**src/rtl/solver_frame_loader.sv**
```systemverilog
// Byte-serial front end for the Solver: assembles a header plus payload, drives the Solver, waits out its latency and returns the result.
// Optional trailing parity byte per frame: define SOLVER_LOADER_PARITY_EN.
//
// state | meaning
// IDLE  | waiting for a header byte
// LOAD  | shifting payload (and parity) bytes, idle timer running
// DRIVE | one cycle, registers work_2 and the data port
// WAIT  | latency down-counter running, capture on terminal count
// OUT   | result presented until res_ready handshake
module solver_frame_loader #(
   parameter int ENC_LAT = 3,
   parameter int DEC_LAT = 2,
   parameter int TIMEOUT = 255
) (
   input  logic        Clk,
   input  logic        Rst_n,
   input  logic [7:0]  in_byte,
   input  logic        in_valid,
   output logic        in_ready,
   output logic [1:0]  work_2,
   output logic [59:0] data_1_80,
   output logic [77:0] data_2_96,
   input  logic [77:0] output_1_96,
   input  logic [59:0] output_2_80,
   output logic [77:0] res_data,
   output logic [1:0]  res_mode,
   output logic        res_valid,
   input  logic        res_ready,
   output logic        busy,
   output logic        err_frame,
   output logic        err_parity
);

   typedef enum logic [2:0] {IDLE, LOAD, DRIVE, WAIT, OUT} state_t;

   localparam logic [5:0] HDR_TAG = 6'b101010;
   localparam logic [7:0] TMO     = 8'(TIMEOUT);
   localparam logic [7:0] LAT_ENC = 8'(ENC_LAT);
   localparam logic [7:0] LAT_DEC = 8'(DEC_LAT);
`ifdef SOLVER_LOADER_PARITY_EN
   localparam bit PAR_EN = 1'b1;
`else
   localparam bit PAR_EN = 1'b0;
`endif
   localparam logic [3:0] EXTRA = {3'b000, PAR_EN};

   state_t      state;
   logic [1:0]  mode;
   logic [3:0]  cnt;
   logic [7:0]  tmr;
   logic [7:0]  lat;
   logic [77:0] asmReg;   // the two MSBs of an 80-bit payload fall off the top
`ifdef SOLVER_LOADER_PARITY_EN
   logic [7:0]  parAcc;
`endif
   logic        xfer;

   assign xfer = in_valid && in_ready;
   assign busy = (state != IDLE);

`ifndef SOLVER_LOADER_PARITY_EN
   assign err_parity = 1'b0;
`endif

   always_ff @(posedge Clk or negedge Rst_n) begin
      if (!Rst_n) begin
         state     <= IDLE;
         mode      <= 2'd0;
         cnt       <= 4'd0;
         tmr       <= 8'd0;
         lat       <= 8'd0;
         asmReg    <= '0;
         in_ready  <= 1'b0;
         work_2    <= 2'd0;
         data_1_80 <= '0;
         data_2_96 <= '0;
         res_data  <= '0;
         res_mode  <= 2'd0;
         res_valid <= 1'b0;
         err_frame <= 1'b0;
`ifdef SOLVER_LOADER_PARITY_EN
         parAcc     <= 8'd0;
         err_parity <= 1'b0;
`endif
      end else begin
         err_frame <= 1'b0;
`ifdef SOLVER_LOADER_PARITY_EN
         err_parity <= 1'b0;
`endif
         case (state)
            IDLE: begin
               in_ready <= 1'b1;
               if (xfer) begin
                  if (in_byte[7:2] != HDR_TAG || in_byte[1:0] == 2'd3) begin
                     err_frame <= 1'b1;
                  end else begin
                     mode <= in_byte[1:0];
                     tmr  <= TMO;
`ifdef SOLVER_LOADER_PARITY_EN
                     parAcc <= in_byte;
`endif
                     case (in_byte[1:0])
                        2'd0:    cnt <= 4'd8 + EXTRA;
                        2'd1:    cnt <= 4'd10 + EXTRA;
                        default: cnt <= EXTRA;
                     endcase
                     if (in_byte[1:0] == 2'd2 && !PAR_EN) begin
                        state    <= DRIVE;
                        in_ready <= 1'b0;
                     end else begin
                        state <= LOAD;
                     end
                  end
               end
            end
            LOAD: begin
               if (xfer) begin
                  tmr <= TMO;
                  cnt <= cnt - 4'd1;
                  if (!(PAR_EN && cnt == 4'd1))
                     asmReg <= {asmReg[69:0], in_byte};
`ifdef SOLVER_LOADER_PARITY_EN
                  parAcc <= parAcc ^ in_byte;
                  if (cnt == 4'd1) begin
                     if (in_byte != parAcc) begin
                        err_parity <= 1'b1;
                        state      <= IDLE;
                     end else begin
                        state    <= DRIVE;
                        in_ready <= 1'b0;
                     end
                  end
`else
                  if (cnt == 4'd1) begin
                     state    <= DRIVE;
                     in_ready <= 1'b0;
                  end
`endif
               end else if (tmr <= 8'd1) begin
                  err_frame <= 1'b1;
                  state     <= IDLE;
               end else begin
                  tmr <= tmr - 8'd1;
               end
            end
            DRIVE: begin
               work_2 <= mode;
               if (mode == 2'd0)
                  data_1_80 <= asmReg[59:0];
               else if (mode == 2'd1)
                  data_2_96 <= asmReg;
               lat   <= (mode == 2'd0) ? LAT_ENC : LAT_DEC;
               state <= WAIT;
            end
            WAIT: begin
               if (lat <= 8'd1) begin
                  res_data <= (mode == 2'd0) ? output_1_96 : {18'd0, output_2_80};
                  res_mode <= mode;
                  state    <= OUT;
               end else begin
                  lat <= lat - 8'd1;
               end
            end
            OUT: begin
               // valid rises one cycle after capture so it never coincides with an error pulse
               if (!res_valid) begin
                  res_valid <= 1'b1;
               end else if (res_ready) begin
                  res_valid <= 1'b0;
                  in_ready  <= 1'b1;
                  state     <= IDLE;
               end
            end
            default: begin
               in_ready <= 1'b0;
               state    <= IDLE;
            end
         endcase
      end
   end

endmodule

```
**config.mk**
```make
export PLATFORM = sky130hd
export DESIGN_NAME = solver_frame_loader
export DESIGN_NICKNAME = d
export VERILOG_FILES = /design/src/rtl/solver_frame_loader.sv
export SDC_FILE = /design/constraint.sdc
export NUM_CORES = 1
export LEC_CHECK = 0
export CELL_PAD_IN_SITES_DETAIL_PLACEMENT = 2
export CELL_PAD_IN_SITES_GLOBAL_PLACEMENT = 2
export CORE_UTILIZATION = 35
export CTS_BUF_LIST = sky130_fd_sc_hd__clkbuf_4 sky130_fd_sc_hd__clkbuf_8
export CTS_CLUSTER_SIZE = 30
export DETAILED_ROUTE_END_ITERATION = 6
export PLACE_DENSITY_LB_ADDON = 0.1
export SLEW_MARGIN = 20
export SYNTH_ARGS = -nofsm -noshare
export SYNTH_HDL_FRONTEND = slang
export SYNTH_SLANG_ARGS = --single-unit
```
**constraint.sdc**
```tcl
create_clock -name Clk -period 4.25 [get_ports Clk]
set_input_delay 0.425 -clock Clk [delete_from_list [all_inputs] [get_ports Clk]]
set_output_delay 0.425 -clock Clk [all_outputs]
set_load 0.1 [all_outputs]
```
; ---- Word level (Yosys, flattened, before mapping)
; Index checks and enable logic that the tools add are counted.
; W data, S select, Z words.
[op_classes]
n_reduce_logical = 19
n_mux = 39
bitwise = 3
n_lt_le_gt_ge = 2
n_addsub = 3
eq_ne = 21
[ops]
columns = op, n
row1 = $mux W78, 1
row2 = $mux W8, 5
row3 = $pmux W8 S2, 2
row4 = $mux W3, 8
row5 = $le A8 B1 Y1 const B, 2
row6 = $ne A2 B2 Y1 const B, 8
row7 = $pmux W4 S2, 2
row8 = $sub A8 B1 Y8 const B, 2
row9 = $pmux W3 S5, 1
row10 = $mux W1, 14
row11 = $mux W4, 3
row12 = $ne A3 B3 Y1 const B, 3
row13 = $reduce_and A2 Y1, 4
row14 = $reduce_and A4 Y1, 2
row15 = $reduce_and A7 Y1, 1
row16 = $eq A3 B2 Y1 const B, 2
row17 = $ne A6 B6 Y1 const B, 1
row18 = $reduce_and A3 Y1, 2
row19 = $reduce_and A5 Y1, 1
row20 = $eq A2 B1 Y1 const B, 2
row21 = $eq A2 B2 Y1 const B, 2
row22 = $eq A4 B1 Y1 const B, 1
row23 = $logic_not A2 Y1, 2
row24 = $pmux W1 S4, 1
row25 = 12 further kinds, 15
[word_totals]
register_bits = 326
inputBits = 150

; ---- Logic depth before layout (Yosys ltp)
[logic_depth]
word_depth = 5
ltp_mapped = 10
depth_no_buf = 7

; ---- Least setup slack after synthesis
; No wires, ideal clock.
[synth_timing]
path_kind = register to register
from = register in_ready
to = register state[1]
required_ps = 4154
synth_period_minus_slack_ps = 2488
stages_incl_launch_ff = 6
path_slack_ps = 1762
arrival_time_ps = 2392
cell_sequence = dfrtp_1 nand2_1 or4b_1 nand2_1 o21ai_0 o31ai_1
[synth_via]
elab_chain_cells = 3
word_cells_on_any_way = 7
[synth_lines]
columns = item, line_no
row1 = from (decl), 19  ; output logic in_ready,
row2 = from (signal assigned), 73  ; in_ready <= 1'b0;
row3 = from (signal assigned), 92  ; in_ready <= 1'b1;
row4 = from (signal assigned), 109  ; in_ready <= 1'b0;
row5 = $logic_and A1 B1 Y1 (*), 58  ; assign xfer = in_valid && in_ready;
row6 = $ne A3 B3 Y1 (no line) (tied with other cells), n/a
row7 = $reduce_and A7 Y1 (no line) or $pmux W3 S5 (tied branches), n/a
row8 = to (signal assigned), 67  ; state <= IDLE;
row9 = to (signal assigned), 108  ; state <= DRIVE;
row10 = to (signal assigned), 111  ; state <= LOAD;
row11 = to (decl), 47  ; state_t state;
; Mark *: on every way between the ends. The rest lies on a longest branch, timed or not.
; A chain may end at the register's enable or synchronous reset.

; ---- Worst setup path in the final report
[layout_timing]
from = register state[0]
to = output busy
[layout_via]
elab_chain_cells = 1
[layout_lines]
columns = item, line_no
row1 = $reduce_bool A3 Y1, 59  ; assign busy = (state != IDLE);
row2 = to (decl), 29  ; output logic busy,
; No other way between the ends.

==> results.md <==
* DRT Pass-1 Iters at 4
* WL met2 at between 20000 and 25000 um
* Final Core Density at about half
* Hold WC Path Type: in -> reg
* Total track usage at a little over a fifth
* Net Count, Synth at 1131
* Clock Skew at between 0.02 and 0.03 ns
* Routed WL per cell at 22.18 um
* Worst skew pair latency at roughly 0.62 ns
* Initial antenna violation count at 2
* Post-synth EDFFs at 0
* Row count at 70
* TritonCTS Buffers at between 50 and 60
* Cell Area, Synth at between 10000 and 15000 um2
* Post-synth top flop: dfrtp_1
* Clk slew on worst S/H paths at 0.06 ns
* Maxcap violations at 0
* FMAX at around 0.32 GHz
* CP Launch Type: flop
* DRC violation count after routing at 0
* Chip height at 196.0 um
* First-pass GRT wire length at approximately 63000 um
* 1st-iter DRT viols at between 200 and 250
* CTS tree: done
* Post-synthesis sequential area ratio at between 60% and 70%
* Area grow syn2layout at 41.35%
* Wl on met1 at approximately 17000 um
* Final Setup Violations at 0
* Final HPWL DP at 29530 um
* Leak Pwr at approximately 9.0 nW
* Slew Limit Fails at 0
* Bufs on Longest Clock Path at 3
* Max Used Layer: met5
* CORE AREA at approximately 37000 um2
* Crit path from: state[0]
* Crit path capture type: primary output
* Yosys top cell area share at about three fifths
* Worst Path Required at between 3 and 4 ns
* VDD IR max at ~0.54 mV
* Hold path startpoint: output_1_96[72]
* Total chip power at between 15 and 20 mW
* Synth async-reset ratio at 100.0%
* Slew headroom at about a quarter
* Total Routed Length at 41700 um
* Share of cells above drive strength 1 at 19.86%
* Final hold vios at 0
* Most frequent cell after synthesis: dfrtp_1
* CTS Root Cell: clkbuf_8
* CP arrival at roughly 2.7 ns
* Cell taking the most area after synthesis: dfrtp_1
* Via density at slightly below 5
* Result of the run: finished, final reports clean
* YS warnings at 0
* Post-Syn Instances at between 900 and 1000
* Initial Util at 35.80%
* Clk sinks at 326
* Post-synthesis cell type count at just over 50
* Synth area leaders: dfrtp_1 62%, mux2_2 13%, mux2_1 6.1%, mux2i_1 4.8%, nand2_1 3.5%
* Fin crit share at roughly 73%
* Final min period at between 3 and 4 ns
* PD cells at about 900 nW/um2
* Crit Path Max Fanout at 10
* Worst slew pin tran at between 1 and 1.5 ns
* Post-synth top cells: 326 x dfrtp_1, 150 x mux2_2, 124 x nand2_1
* Port Buffer Count at between 300 and 400
* Vias in the first global route at 10420
* ANT nets after route at 0
* Setup CP Type: reg -> out
* Post-CTS Setup Bufs at 0
* Avg Synthesized Cell Area at approximately 14 um2
* RSZ-0062 raised after global routing: false
* Die Wd at 196.0 um
* Placer congestion estimate at between 0.7 and 0.8
* Total negative slack at 0 ns
* Largest net degree at the start of global routing at approximately 120
* Die area at 38410 um2
* Nets at about 1500
* Grt ovf at 0
* H-tree Lvls at 2
* Routed via count at between 9000 and 10000
* Reg2reg start: state[0]
* I/O Pins at 375
* Synthesis-stage register bit count at between 300 and 400
* Met3 WL at about 2800 um
-- final cells by class --
| cell class | instances | area (um2) |
|---|---|---|
| repair buffers | 386 | 3876 |
| fillers | 3574 | 18170 |
| inverters | 10 | 37.54 |
| well taps | 468 | 585.6 |
| multi-input cells | 584 | 4728 |
| clock inverters | 6 | 57.56 |
| flip-flops and latches | 326 | 8158 |
| diodes | 2 | 5.005 |
| clock buffers | 98 | 1167 |
-- flip-flops by register name, summed over array words and instances, names as in the netlist, 3 cells and up --
register	count
lat	8
data_2_96	78
cnt	4
state	3
tmr	8
res_data	78
asmReg	78
data_1_80	60
-- worst max-delay path, stage by stage, from the launching register on --
cell             delay (ns)
dfrtp_1                0.60
or3_1                  0.28
clkdlybuf4s50_1        1.18
-- routing by layer --
layer  vias up  track usage, %
li1       4177               -
met1      4786           25.42
met2       223           37.74
met3        68           7.306
met4         2           6.424
met5         -               0
-- repair_timing --
action                                 CTS  global route
gates resized for setup                  0             0
hold buffers                             1             0
endpoints found under the hold margin   69             0
-- power breakdown --
part	internal [mW]	switching, mW
Sequential	4.11	0.840
Clock	1.77	1.30
Combinational	2.10	6.34
-- cell usage in the layout, fill, tap and decap left out, types with 10 or more instances in the layout --
| cell type | synthesis | routed |
|---|---|---|
| inv_1 | 10 | 10 |
| o21ai_0 | 70 | 70 |
| nor2_1 | 14 | 13 |
| clkbuf_4 | 0 | 29 |
| clkdlybuf4s50_1 | 0 | 372 |
| nand2_1 | 124 | 123 |
| o21ai_1 | 14 | 14 |
| mux2_1 | 71 | 71 |
| clkbuf_8 | 0 | 69 |
| mux2i_1 | 63 | 63 |
| mux2_2 | 150 | 150 |
| dfrtp_1 | 326 | 326 |
-- cells by family after synthesis --
| family | synth area share, % |
|---|---|
| buffers and inverters | 2.271 |
| multiplexers | 23.68 |
| adder cells (fa/ha/maj) | 0.5700 |
| flip-flops | 61.94 |
| XOR/XNOR | 0.6651 |
| AO/OA/AOI/OAI | 4.703 |
| AND/OR/NAND/NOR | 6.137 |
| other | 0.02847 |
-- worst paths after layout --
kind                       depth (start not counted)  slack, ns             to
min in group asynchronous                          2       0.39  data_2_96[62]
setup / recovery                                   2       1.16           busy
hold reg to reg                                    1       0.48  data_2_96[75]
setup reg to reg                                   4       1.86     asmReg[34]
hold / removal                                     3       0.36   res_data[72]
max in group asynchronous                          3       2.81     asmReg[40]
-- metrics by stage --
stage	cell area [um2]	std cells	hold slack, ns	worst slack (ns)
after global routing	18610	1879	0.3369	1.021
after detailed placement	17380	1773	0.4560	1.088
after CTS	18610	1878	0.3120	1.108
final	18620	1880	0.3566	1.161
after floorplan	13170	975	0.1294	1.762
after global placement	17380	1773	0.4501	1.163
Power figures use the tool's default switching activity.
